<file path="src/rtl/riscv_pkg.sv">
// rtl/riscv_pkg.sv - Shared RISC-V core constants, fetch state type and PC helpers
package riscv_pkg;

    localparam int              XLEN             = 32;
    localparam logic [XLEN-1:0] RESET_PC_DEFAULT = 32'h0000_0000;
    localparam logic [XLEN-1:0] NOP              = 32'h0000_0013;
    localparam logic [XLEN-1:0] WORD_MASK        = {{(XLEN-2){1'b1}}, 2'b00};

    typedef enum logic {
        FETCH,
        FLUSH
    } fetch_state_t;

    function automatic logic [XLEN-1:0] word_align(input logic [XLEN-1:0] addr);
        return addr & WORD_MASK;
    endfunction

endpackage

</file>
<file path="src/rtl/fetch_queue.sv">
// rtl/fetch_queue.sv - Synchronous FIFO with flush, used for the instruction queue and PC tags
module fetch_queue #(
    parameter int DEPTH = 2,
    parameter int WIDTH = 32,
    localparam int AW = $clog2(DEPTH),
    localparam int CW = $clog2(DEPTH) + 1
) (
    input  logic             clk,
    input  logic             rst,
    input  logic             flush,
    input  logic             push,
    input  logic [WIDTH-1:0] push_data,
    input  logic             pop,
    output logic [WIDTH-1:0] head_data,
    output logic             full,
    output logic             empty,
    output logic [CW-1:0]    count
);

    logic [WIDTH-1:0] mem [DEPTH];
    logic [AW-1:0]    wr_ptr;
    logic [AW-1:0]    rd_ptr;
    logic             do_push;
    logic             do_pop;

    assign full      = (count == CW'(DEPTH));
    assign empty     = (count == '0);
    assign do_push   = push && !full;
    assign do_pop    = pop && !empty;
    assign head_data = mem[rd_ptr];

    // Storage is cleared on reset so the head reads as zero out of reset.
    always_ff @(posedge clk) begin
        if (rst) begin
            wr_ptr <= '0;
            rd_ptr <= '0;
            count  <= '0;
            for (int i = 0; i < DEPTH; i++) begin
                mem[i] <= '0;
            end
        end else if (flush) begin
            wr_ptr <= '0;
            rd_ptr <= '0;
            count  <= '0;
        end else begin
            if (do_push) begin
                mem[wr_ptr] <= push_data;
                wr_ptr      <= wr_ptr + AW'(1);
            end
            if (do_pop) begin
                rd_ptr <= rd_ptr + AW'(1);
            end
            count <= count + CW'(do_push) - CW'(do_pop);
        end
    end

endmodule

</file>
<file path="src/rtl/fetch_unit.sv">
// rtl/fetch_unit.sv - Instruction fetch front end: PC, credit-limited requests, redirect flush
module fetch_unit
    import riscv_pkg::*;
#(
    parameter logic [XLEN-1:0] RESET_PC    = RESET_PC_DEFAULT,
    parameter int              QUEUE_DEPTH = 2
) (
    input  logic            clk,
    input  logic            rst,
    input  logic            redirect_valid,
    input  logic [XLEN-1:0] redirect_pc,
    output logic            imem_req_valid,
    input  logic            imem_req_ready,
    output logic [XLEN-1:0] imem_req_addr,
    input  logic            imem_rsp_valid,
    input  logic [XLEN-1:0] imem_rsp_data,
    output logic            instr_valid,
    input  logic            instr_ready,
    output logic [XLEN-1:0] instr_data,
    output logic [XLEN-1:0] instr_pc,
    output logic [XLEN-1:0] instr_pc_plus4
);

    localparam int CW = $clog2(QUEUE_DEPTH) + 1;

    fetch_state_t      state, state_next;
    logic [XLEN-1:0]   pc;
    logic [CW-1:0]     stale, stale_next, stale_cur;
    logic [CW-1:0]     outstanding;
    logic [CW-1:0]     occupancy;
    logic [XLEN-1:0]   tag_head;
    logic [3*XLEN-1:0] iq_head;
    logic              iq_full, iq_empty, tag_full, tag_empty;
    logic              credit_ok, accept, fresh_rsp, pop, iq_push, tag_pop;

    assign instr_valid = !iq_empty;
    assign pop         = instr_valid && instr_ready;
    assign {instr_data, instr_pc, instr_pc_plus4} = iq_head;

    // A head leaving this cycle frees its slot for the next request.
    always_comb begin
        credit_ok      = (int'(occupancy) + int'(outstanding) - int'(pop)) < QUEUE_DEPTH;
        imem_req_valid = (state == FETCH) && !rst && !redirect_valid && !tag_full && credit_ok;
        imem_req_addr  = pc;
        accept         = imem_req_valid && imem_req_ready;
        fresh_rsp      = imem_rsp_valid && (state == FETCH) && !redirect_valid;
        iq_push        = fresh_rsp && !iq_full;
        tag_pop        = fresh_rsp && !tag_empty;
    end

    // Responses still in flight at a redirect become stale and are counted down.
    always_comb begin
        state_next = state;
        stale_next = stale;
        stale_cur  = (state == FETCH) ? outstanding : stale;
        if (redirect_valid || state == FLUSH) begin
            stale_next = stale_cur - ((imem_rsp_valid && stale_cur != '0) ? CW'(1) : CW'(0));
            state_next = (stale_next == '0) ? FETCH : FLUSH;
        end
    end

    always_ff @(posedge clk) begin
        if (rst) begin
            state <= FETCH;
            stale <= '0;
            pc    <= word_align(RESET_PC);
        end else begin
            state <= state_next;
            stale <= stale_next;
            if (redirect_valid) begin
                pc <= word_align(redirect_pc);
            end else if (accept) begin
                pc <= pc + 32'd4;
            end
        end
    end

    fetch_queue #(
        .DEPTH(QUEUE_DEPTH),
        .WIDTH(3*XLEN)
    ) u_instr_q (
        .clk      (clk),
        .rst      (rst),
        .flush    (redirect_valid),
        .push     (iq_push),
        .push_data({imem_rsp_data, tag_head, tag_head + 32'd4}),
        .pop      (pop),
        .head_data(iq_head),
        .full     (iq_full),
        .empty    (iq_empty),
        .count    (occupancy)
    );

    // The tag FIFO depth doubles as the count of live (non-stale) requests.
    fetch_queue #(
        .DEPTH(QUEUE_DEPTH),
        .WIDTH(XLEN)
    ) u_tag_q (
        .clk      (clk),
        .rst      (rst),
        .flush    (redirect_valid),
        .push     (accept),
        .push_data(pc),
        .pop      (tag_pop),
        .head_data(tag_head),
        .full     (tag_full),
        .empty    (tag_empty),
        .count    (outstanding)
    );

endmodule

</file>
<file path="config.mk">
export PLATFORM = sky130hd
export DESIGN_NAME = fetch_unit
export DESIGN_NICKNAME = d
export VERILOG_FILES = /design/src/rtl/riscv_pkg.sv /design/src/rtl/fetch_queue.sv /design/src/rtl/fetch_unit.sv
export SDC_FILE = /design/constraint.sdc
export NUM_CORES = 1
export LEC_CHECK = 0
export BUFFER_PORTS_ARGS = -buffer_cell sky130_fd_sc_hd__buf_4
export CORE_ASPECT_RATIO = 0.6
export CORE_MARGIN = 2
export CORE_UTILIZATION = 49
export DETAILED_ROUTE_END_ITERATION = 12
export GPL_TIMING_DRIVEN = 0
export PLACE_DENSITY = 0.75
export SETUP_SLACK_MARGIN = 0.3
export SYNTH_ARGS = -nofsm -noshare
export SYNTH_HDL_FRONTEND = slang
export SYNTH_SLANG_ARGS = --single-unit
</file>
<file path="constraint.sdc">
create_clock -name clk -period 15.3 [get_ports clk]
set_input_delay 3.06 -clock clk [delete_from_list [all_inputs] [get_ports clk]]
set_output_delay 3.06 -clock clk [all_outputs]
set_load 0.01 [all_outputs]
</file>
# Word-level counts from Yosys, hierarchy flattened

Memories as Yosys holds them, arrays and structs flattened. A register that Yosys moved wholly into a read port is not among the register bits.
Cells that the tools add are included.
W data, S select, Z words.

Flip-flop bits (word level): 43
Latch bits: 0
Bits in writable memories: 256
Memory bits (read-only): 0
Bits of input ports: 70
Output and inout port bits: 130
Word-level logic and storage cells: 84
Memories: 2

Memory list:

| name          | depth | width | rd ports | clocked after memory_dff | write ports | line              | source |
|---|---|---|---|---|---|---|---|
| u_instr_q.mem | 2     | 96    | 1        | 1                        | 2           | fetch_queue.sv:20 | `logic [WIDTH-1:0] mem [DEPTH];` |
| u_tag_q.mem   | 2     | 32    | 1        | 1                        | 2           | fetch_queue.sv:20 |  |

$add $sub $neg: 13
Multipliers: 0
Divide/modulo/power cells: 0
$lt $le $gt $ge: 1
Equal/unequal tests: 2
Shift-type cells: 0
Mux-type cells: 25
Bitwise gates (word level): 1
Reductions and logical operators: 30

Operators with widths:

| operator                | number |
|---|---|
| $mux W32                | 3 |
| $mux W96                | 1 |
| $reduce_or A96 Y1       | 1 |
| $add A32 B3 Y32 const B | 2 |
| $reduce_or A32 Y1       | 1 |
| $mux W1                 | 20 |
| $logic_and A1 B1 Y1     | 15 |
| $logic_not A1 Y1        | 6 |
| $logic_not A2 Y1        | 3 |
| $sub A2 B1 Y2           | 3 |
| $add A1 B1 Y1 const B   | 4 |
| $add A2 B1 Y2           | 2 |
| $eq A2 B2 Y1 const B    | 2 |
| $lt A4 B3 Y1 const B    | 1 |
| $reduce_bool A2 Y1      | 2 |
| $sub A3 B1 Y4           | 1 |
| $add A2 B2 Y3           | 1 |
| $mux W2                 | 1 |
| $reduce_or A2 Y1        | 1 |
| $logic_or A1 B1 Y1      | 1 |
| $not A1 Y1              | 1 |

# Logic depth before layout (Yosys ltp)

Gate-level depths: netlist of the first run.

Word-level depth: 14
Gate-level depth with buffers: 16

# Modules after synthesis

A second synthesis of the first run with hierarchy kept.

Cells, all modules: 1,100
Area total of the unflattened synthesis: 14,274.9 um^2

Modules (own cells, without submodules):

| module                   | times used | cells each | area each (um^2) |
|---|---|---|---|
| fetch_queue at u_instr_q | 1          | 542        | 8,485.6 |
| fetch_queue at u_tag_q   | 1          | 199        | 3,025.4 |
| fetch_unit               | 1          | 359        | 2,763.9 |

# Worst setup path before layout of the first run

Ideal clock, no wire load.

Kind: input-to-reg
From: input port redirect_valid
To: memory u_instr_q.mem[0][10] (netlist bit) (enable)
Setup time: 0.562 ns
Arrival: 7.778 ns
Setup slack: 6.960 ns
Cell stages on the path: 3
Path buffers: 0
Cells stage by stage: nor2_2 -> o211ai_1 -> o21bai_1

RTL lines:

| element            | line              | source |
|---|---|---|
| start: declaration | fetch_unit.sv:10  | `input logic redirect_valid,` |
| end: declaration   | fetch_queue.sv:20 |  |

# Final worst setup path of the first run

From: input port instr_ready
To: output port imem_req_valid

Word-level cells in the longest chain between the ends: 4

RTL lines:

| element             | line             | source |
|---|---|---|
| start: declaration  | fetch_unit.sv:18 | `input logic instr_ready,` |
| $logic_and A1 B1 Y1 | fetch_unit.sv:37 | `assign pop = instr_valid && instr_ready;` |
| $sub A3 B1 Y4       | fetch_unit.sv:42 | `credit_ok = (int'(occupancy) + int'(outstanding) - int'(pop)) < QUEUE_DEPTH;` |
| $lt A4 B3 Y1        | fetch_unit.sv:42 |  |
| $logic_and A1 B1 Y1 | fetch_unit.sv:43 | `imem_req_valid = (state == FETCH) && !rst && !redirect_valid && !tag_full && credit_ok;` |
| end: declaration    | fetch_unit.sv:12 | `output logic imem_req_valid,` |

Every way passes these cells.

==> impl_metrics.py, run 1 <==
metrics = {
    "worst_setup_path": {
        "cpPeakStageDelay_ns": 0.79,
        "crit_path_start_kind": "input pin",
        "critPathBufInv": 2,
        "reg2reg_to": "u_tag_q.mem[1][26]",
        "crit_top_cell": "buf_4",
        "reg2reg_from": "u_instr_q.count[1]",
        "cp-startpoint": "instr_ready",
        "criticalPathCategory": "input pin to primary output",
        "critPathCaptureType": "primary output",
        "reg2reg_depth": 13,
        "path_cells": "buf_4, and2_1, ha_1, nand2b_1, fa_1, a2bb2oi_1, nor3_1, buf_4",
        "critPathMaxFanout": 8,
        "worst_path_max_delay_cell": "a2bb2oi_1",
        "cp.arrival_ns": 5.50,
        "r2r_slack_ns": 10.74,
        "critPathRequiredTime_ns": 12.24,
        "path_delay_family": "adder cells",
    },
    "place": {
        "hpwl_um": 25800,
        "dp_cells": 1683,
        "gp_congestion": 0.958,
        "placed_cell_area_mm2": 0.0158,
        "port_buffers": 191,
    },
    "yosys": {
        "post_synth.cell_area_avg_um2": 12.4,
        "synthFlopType": "edfxtp_1",
        "ys_seq_area_frac": 0.594,
        "ys_ff_latch": 287,
        "yosysMostFrequentCell": "edfxtp_1",
        "synth_cell_types": 76,
        "yosysWarningCount": 0,
        "syn_area_mm2": 0.0138,
        "synth-edff-count": 244,
        "ys_top_cells_by_count": "244 x edfxtp_1, 128 x nor2_1, 98 x and2_1, 94 x mux2_2, 52 x nand2_1",
        "synth_cells": 1115,
        "synth.area.top_cells": "edfxtp_1 53%, mux2_2 7.7%, dfxtp_1 6.2%",
        "synthArstFlopShare": 0,
        "synth_top_area_cell": "edfxtp_1",
        "synth_top_area_share": 0.531,
    },
    "cts": {
        "clk_pin_slew_worst_paths_ns": 0.06,
        "cts_setup_buffers": 0,
        "clock_sink_count": 287,
        "postCtsHoldBufs": 0,
        "clk-insertion-delay-late_ns": 0.56,
        "post_cts_resized": 0,
        "cts_tree": "built",
        "htreeDepth": 1,
        "cts_made_buffers": 29,
        "clock-root-buffer": "clkbuf_16",
        "max-clock-path-buffers": 3,
    },
    "pwr": {
        "power_density_mw_per_mm2": 108,
        "peakVddDrop_mv": 0.0802,
        "leakage_nw": 6.49,
    },
    "global_route": {
        "grt_pass1_wl_um": 54300,
        "gr-usage-all-layers": 0.240,
        "grt_overflow": 0,
        "antenna_found_initial": 0,
        "grt_start_max_net_pins": 59,
        "first_global_vias": 9630,
    },
    "cells_and_area": {
        "instances_no_fill": 1735,
        "num-fill-cells": 2234,
        "diodes": 0,
        "area_growth_pct": 21.4,
        "fin_area_mm2": 0.0167,
        "multi_input_area_mm2": 0.00520,
        "ff_latch_area_mm2": 0.00819,
        "fin_nets": 1428,
        "drive_gt1_frac": 0.281,
        "final_core_util": 0.606,
    },
    "sta": {
        "slew_viol_final": 0,
        "fin_tns_setup_ns": 0,
        "hold_slack_ns": 0.501,
        "fin_crit_sh": 0.559,
        "rsz0062_at_grt": "false",
        "fin_crit_ns": 8.56,
        "setup_viol": 0,
        "clock-skew-final_ns": 0.00994,
        "worst_pin_slew_ns": 1.24,
        "hold_violations": 0,
        "slew-limit-headroom": 0.176,
        "fmax_mhz": 117,
    },
    "hold_path": {
        "hold_path_depth": 2,
        "hp-class": "flop to flop",
        "min_from": "stale[0]",
        "holdPathEnd": "stale[0]",
    },
    "run_status": {
        "outcome": "finished, final reports clean",
    },
    "floorplan": {
        "start_util": 0.499,
        "dieArea_mm2": 0.0295,
        "core-area_mm2": 0.0276,
        "fp.dieH_um": 134,
        "io_pins": 200,
        "die_x_um": 221,
        "rows": 47,
    },
    "routing": {
        "ant_nets": 0,
        "initialDrtViolationCount": 1006,
        "drc_errors": 0,
        "wirelength_um": 35700,
        "wl_per_cell_um": 20.6,
        "dr.pass1.iters": 6,
        "vias": 9970,
        "via_per_inst": 5.75,
    },
    "job": {
        "cap_viol_max_count": 0,
    },
}
## power breakdown
group / internal [mW] / leakage [nW] / total, mW / switching, mW
sequential: 0.892 / 2.91 / 0.916 / 0.0241
combinational: 0.0843 / 3.13 / 0.195 / 0.110
clock: 0.397 / 0.457 / 0.699 / 0.302
total: 1.37 / 6.49 / 1.81 / 0.436
## registers in the layout, indices dropped and copies added, names as in the netlist, named ones only
register,count
u_instr_q.mem,184
u_tag_q.mem,60
imem_req_addr,30
stale,2
u_instr_q.count,2
u_tag_q.count,2
state,1
u_instr_q.rd_ptr,1
u_instr_q.wr_ptr,1
u_tag_q.rd_ptr,1
u_tag_q.wr_ptr,1
## per-stage QoR
stage                     power [mW]  worst slack, ns
after floorplan                 1.03             6.96
after global placement          1.12             4.06
after detailed placement        1.13             6.88
after CTS                       1.81             6.87
after global routing            1.86             6.73
final                           1.81             6.74
## logic make-up (layout without fill, tap and decap cells)
family | after synthesis | after routing | share of synthesized area
DFF | 287 | 287 | 0.594
xor gates and xnor gates | 30 | 30 | 0.0191
buffers and inverters | 100 | 348 | 0.0312
AOI/OAI and AO/OA | 102 | 102 | 0.0556
other | 1 | 6 | 0.000272
and+or+nand+nor | 447 | 447 | 0.181
adders and majority gates | 11 | 11 | 0.0105
muxes | 137 | 137 | 0.109
## layer usage
| metal | up-vias | part of all wire | GRT usage |
|---|---|---|---|
| li1 | 4553 | - | - |
| met2 | 456 | 0.43 | 0.347 |
| met1 | 4895 | 0.45 | 0.367 |
| met3 | 66 | 0.093 | 0.0540 |
| met5 | - | 0 | 0 |
| met4 | 0 | 0.022 | 0.0578 |
## cell type report
cell class,count,area share
Timing Repair Buffer,196,0.0912
Buffer,70,0.0190
Tap cell,367,0.0274
Clock buffer,37,0.0495
Sequential cell,287,0.489
Multi-Input combinational cell,733,0.311
Clock inverter,15,0.00613
Inverter,30,0.00673
## worst reg2reg max path, cell delays in order, from the launching register on
cell	delay, ns
dfxtp_1	0.30
inv_1	0.13
nand2_1	0.09
and2_1	0.23
ha_1	0.30
nand2b_1	0.16
fa_1	0.58
a21o_1	0.18
and4_1	0.19
buf_4	0.17
nand2_2	0.15
inv_2	0.19
clkbuf_1	0.47
a21o_1	1.04
## worst max-delay path by stage
stage | end | slack (ns) | cells after the start
6_report | imem_req_valid | 6.74 | 8
5_1_grt | imem_req_valid | 6.73 | 8
4_1_cts | imem_req_valid | 6.87 | 8
3_5_place_dp | imem_req_valid | 6.88 | 8
3_3_place_gp | u_instr_q.mem[0][92] | 4.06 | 4
2_1_floorplan | u_instr_q.mem[0][10] | 6.96 | 3
## placed cells by master (no fill, tap or decap), types with 15 or more instances in the layout
cell type  count
nor2_1       128
clkbuf_16     31
inv_1         29
mux2i_1       37
clkbuf_1      50
a21oi_1       18
buf_4        200
a31oi_1       15
and3_1        32
xnor2_1       23
mux2_2        94
nand2_1       52
nand3_1       24
nor3_1        31
and2_1        98
nand4_1       21
edfxtp_1     244
dfxtp_1       43
Power figures use the tool's default switching activity.
==> run 2: changes to the inputs <==
--- a/config.mk
+++ b/config.mk
@@ -5,6 +5,7 @@
 export SDC_FILE = /design/constraint.sdc
 export NUM_CORES = 1
 export LEC_CHECK = 0
+export ABC_AREA = 1
 export BUFFER_PORTS_ARGS = -buffer_cell sky130_fd_sc_hd__buf_4
 export CORE_ASPECT_RATIO = 0.6
 export CORE_MARGIN = 2
==> constraint.sdc (replaced) <==
create_clock -name clk -period 8.3 [get_ports clk]
set_input_delay 1.66 -clock clk [delete_from_list [all_inputs] [get_ports clk]]
set_output_delay 1.66 -clock clk [all_outputs]
set_load 0.01 [all_outputs]
==> impl_metrics.py, run 2 <==
metrics = {
    "yosys": {
        "post_synth.cell_area_avg_um2": 9.53,
        "synth_cells": 1492,
        "synth_top_area_cell": "edfxtp_1",
        "yosysWarningCount": 0,
        "ys_ff_latch": 287,
        "synthArstFlopShare": 0,
        "synthFlopType": "edfxtp_1",
        "synth.area.top_cells": "edfxtp_1 52%, nand2_1 9.1%, nor2_1 7.3%",
        "syn_area_mm2": 0.0142,
        "synth_cell_types": 40,
        "ys_top_cells_by_count": "346 x nand2_1, 277 x nor2_1, 244 x edfxtp_1, 145 x inv_1, 92 x mux2_2",
        "yosysMostFrequentCell": "nand2_1",
        "ys_seq_area_frac": 0.576,
        "synth-edff-count": 244,
        "synth_top_area_share": 0.515,
    },
    "pwr": {
        "switching_power_uw": 799,
        "peakVddDrop_mv": 0.131,
        "power_density_mw_per_mm2": 194,
        "power_frac_seq": 0.506,
        "switching_share": 0.241,
        "leakage_nw": 6.99,
        "cell_internal_pwr_mw": 2.51,
        "p_comb_frac": 0.114,
        "pwr-share-clk": 0.380,
    },
    "floorplan": {
        "io_pins": 200,
        "die_x_um": 224,
        "fp.dieH_um": 136,
        "rows": 48,
        "dieArea_mm2": 0.0304,
        "start_util": 0.496,
        "core-area_mm2": 0.0286,
    },
    "place": {
        "hpwl_um": 27900,
        "dp_cells": 2064,
        "port_buffers": 190,
        "gp_congestion": 0.957,
        "preCtsSetupSlack_ns": 2.90,
    },
    "sta": {
        "rsz0062_at_grt": "false",
        "hold_slack_ns": 0.457,
        "fin_crit_sh": 0.594,
        "slew_viol_final": 0,
        "setup_viol": 0,
        "fmax_mhz": 203,
        "layout_setup_ws_ns": 3.37,
        "clock-skew-final_ns": 0.0140,
        "fin_tns_setup_ns": 0,
        "fin_crit_ns": 4.93,
        "hold_violations": 0,
        "slew-limit-headroom": 0.325,
        "worst_pin_slew_ns": 1.01,
    },
    "cts": {
        "clk-insertion-delay-late_ns": 0.55,
        "post_cts_resized": 0,
        "clk_pin_slew_worst_paths_ns": 0.06,
        "max-clock-path-buffers": 3,
        "postCtsHoldBufs": 0,
        "cts_tree": "built",
        "cts_made_buffers": 28,
        "cts_setup_buffers": 0,
        "clock_sink_count": 287,
        "clock-root-buffer": "clkbuf_16",
        "htreeDepth": 1,
    },
    "cells_and_area": {
        "final_core_util": 0.597,
        "num-fill-cells": 2434,
        "fin_nets": 1800,
        "largest_reg_flops": 184,
        "drive_gt1_frac": 0.259,
        "diodes": 0,
        "instances_no_fill": 2115,
        "largest_register": "u_instr_q.mem",
        "layout_commonest_cell": "nand2_1",
        "final_cell_mix": "342 x nand2_1, 277 x nor2_1, 244 x edfxtp_1",
        "area_growth_pct": 20.2,
    },
    "worst_setup_path": {
        "critPathMaxFanout": 5,
        "crit_path_start_kind": "input pin",
        "cp.arrival_ns": 3.27,
        "path_delay_family": "adder cells",
        "path_cells": "buf_4, nand2_1, inv_1, ha_1, inv_1, nand2_1, fa_1, inv_1, nand2_1, nand3_1, nand2_1, nand2_1, inv_1, buf_4",
        "critPathRequiredTime_ns": 6.64,
        "criticalPathCategory": "input pin to primary output",
        "critPathCaptureType": "primary output",
        "worst_path_max_delay_cell": "fa_1",
        "cpPeakStageDelay_ns": 0.39,
        "critPathBufInv": 6,
        "crit_top_cell": "nand2_1",
    },
    "run_status": {
        "outcome": "finished, final reports clean",
    },
    "job": {
        "cap_viol_max_count": 0,
    },
    "global_route": {
        "first_global_vias": 10500,
        "grt_pass1_wl_um": 58000,
        "gr-usage-all-layers": 0.248,
        "antenna_found_initial": 0,
        "grt_start_max_net_pins": 65,
        "grt_overflow": 0,
    },
    "routing": {
        "via_per_inst": 5.21,
        "dr.pass1.iters": 5,
        "wirelength_um": 38000,
        "ant_nets": 0,
        "vias": 11000,
        "initialDrtViolationCount": 1103,
        "drc_errors": 0,
        "wl_per_cell_um": 18.0,
    },
    "hold_path": {
        "hp-class": "flop to flop",
    },
}
## run 2: kinds of logic after synthesis
logic type / after synthesis / share of synthesized area
buf+inv: 216 / 0.0676
mux: 92 / 0.0728
xor+xnor: 17 / 0.0105
fa+ha+maj: 11 / 0.0102
flops: 287 / 0.576
compound gates: 94 / 0.0345
simple gates: 774 / 0.228
other cells: 1 / 0.000264
## run 2: layer usage
layer | GRT usage | part of all wire | up-vias
met2 | 0.356 | 0.42 | 407
met3 | 0.0670 | 0.096 | 46
met4 | 0.0500 | 0.016 | 0
met1 | 0.376 | 0.47 | 5261
met5 | 0 | 0 | -
li1 | - | - | 5300
## run 2: final timing paths
kind / startpoint / end / slack, ns / cells after the start
setup / recovery: instr_ready / imem_req_valid / 3.37 / 14
setup reg to reg: u_instr_q.count[0] / u_tag_q.mem[1][20] / 4.58 / 15
hold / removal: u_instr_q.rd_ptr / u_instr_q.rd_ptr / 0.46 / 1
hold reg to reg: u_instr_q.rd_ptr / u_instr_q.rd_ptr / 0.46 / 1
## run 2: layout make-up
| class | instances | area (um^2) | area share |
|---|---|---|---|
| buffer | 64 | 387 | 0.0226 |
| clock buffer | 42 | 795 | 0.0465 |
| clock inverter | 9 | 92.6 | 0.00542 |
| inverter | 152 | 574 | 0.0336 |
| multi-input combinational | 994 | 5110 | 0.299 |
| sequential | 287 | 8190 | 0.479 |
| tap | 375 | 469 | 0.0274 |
| timing repair buffer | 192 | 1480 | 0.0866 |
## run 2: per-stage QoR
step,cell area [um^2],total power [mW]
floorplan,14200,1.91
global placement,16100,2.08
detailed placement,16200,2.08
CTS,17100,3.33
global route,17100,3.42
finish,17100,3.31
## run 2: power groups by stage
stage,registers [mW],logic [mW],clock network (mW)
after floorplan,1.70,0.206,0
after detailed placement,1.71,0.376,0
after global routing,1.68,0.410,1.33
after CTS,1.68,0.378,1.27
after global placement,1.71,0.366,0
final,1.68,0.376,1.26
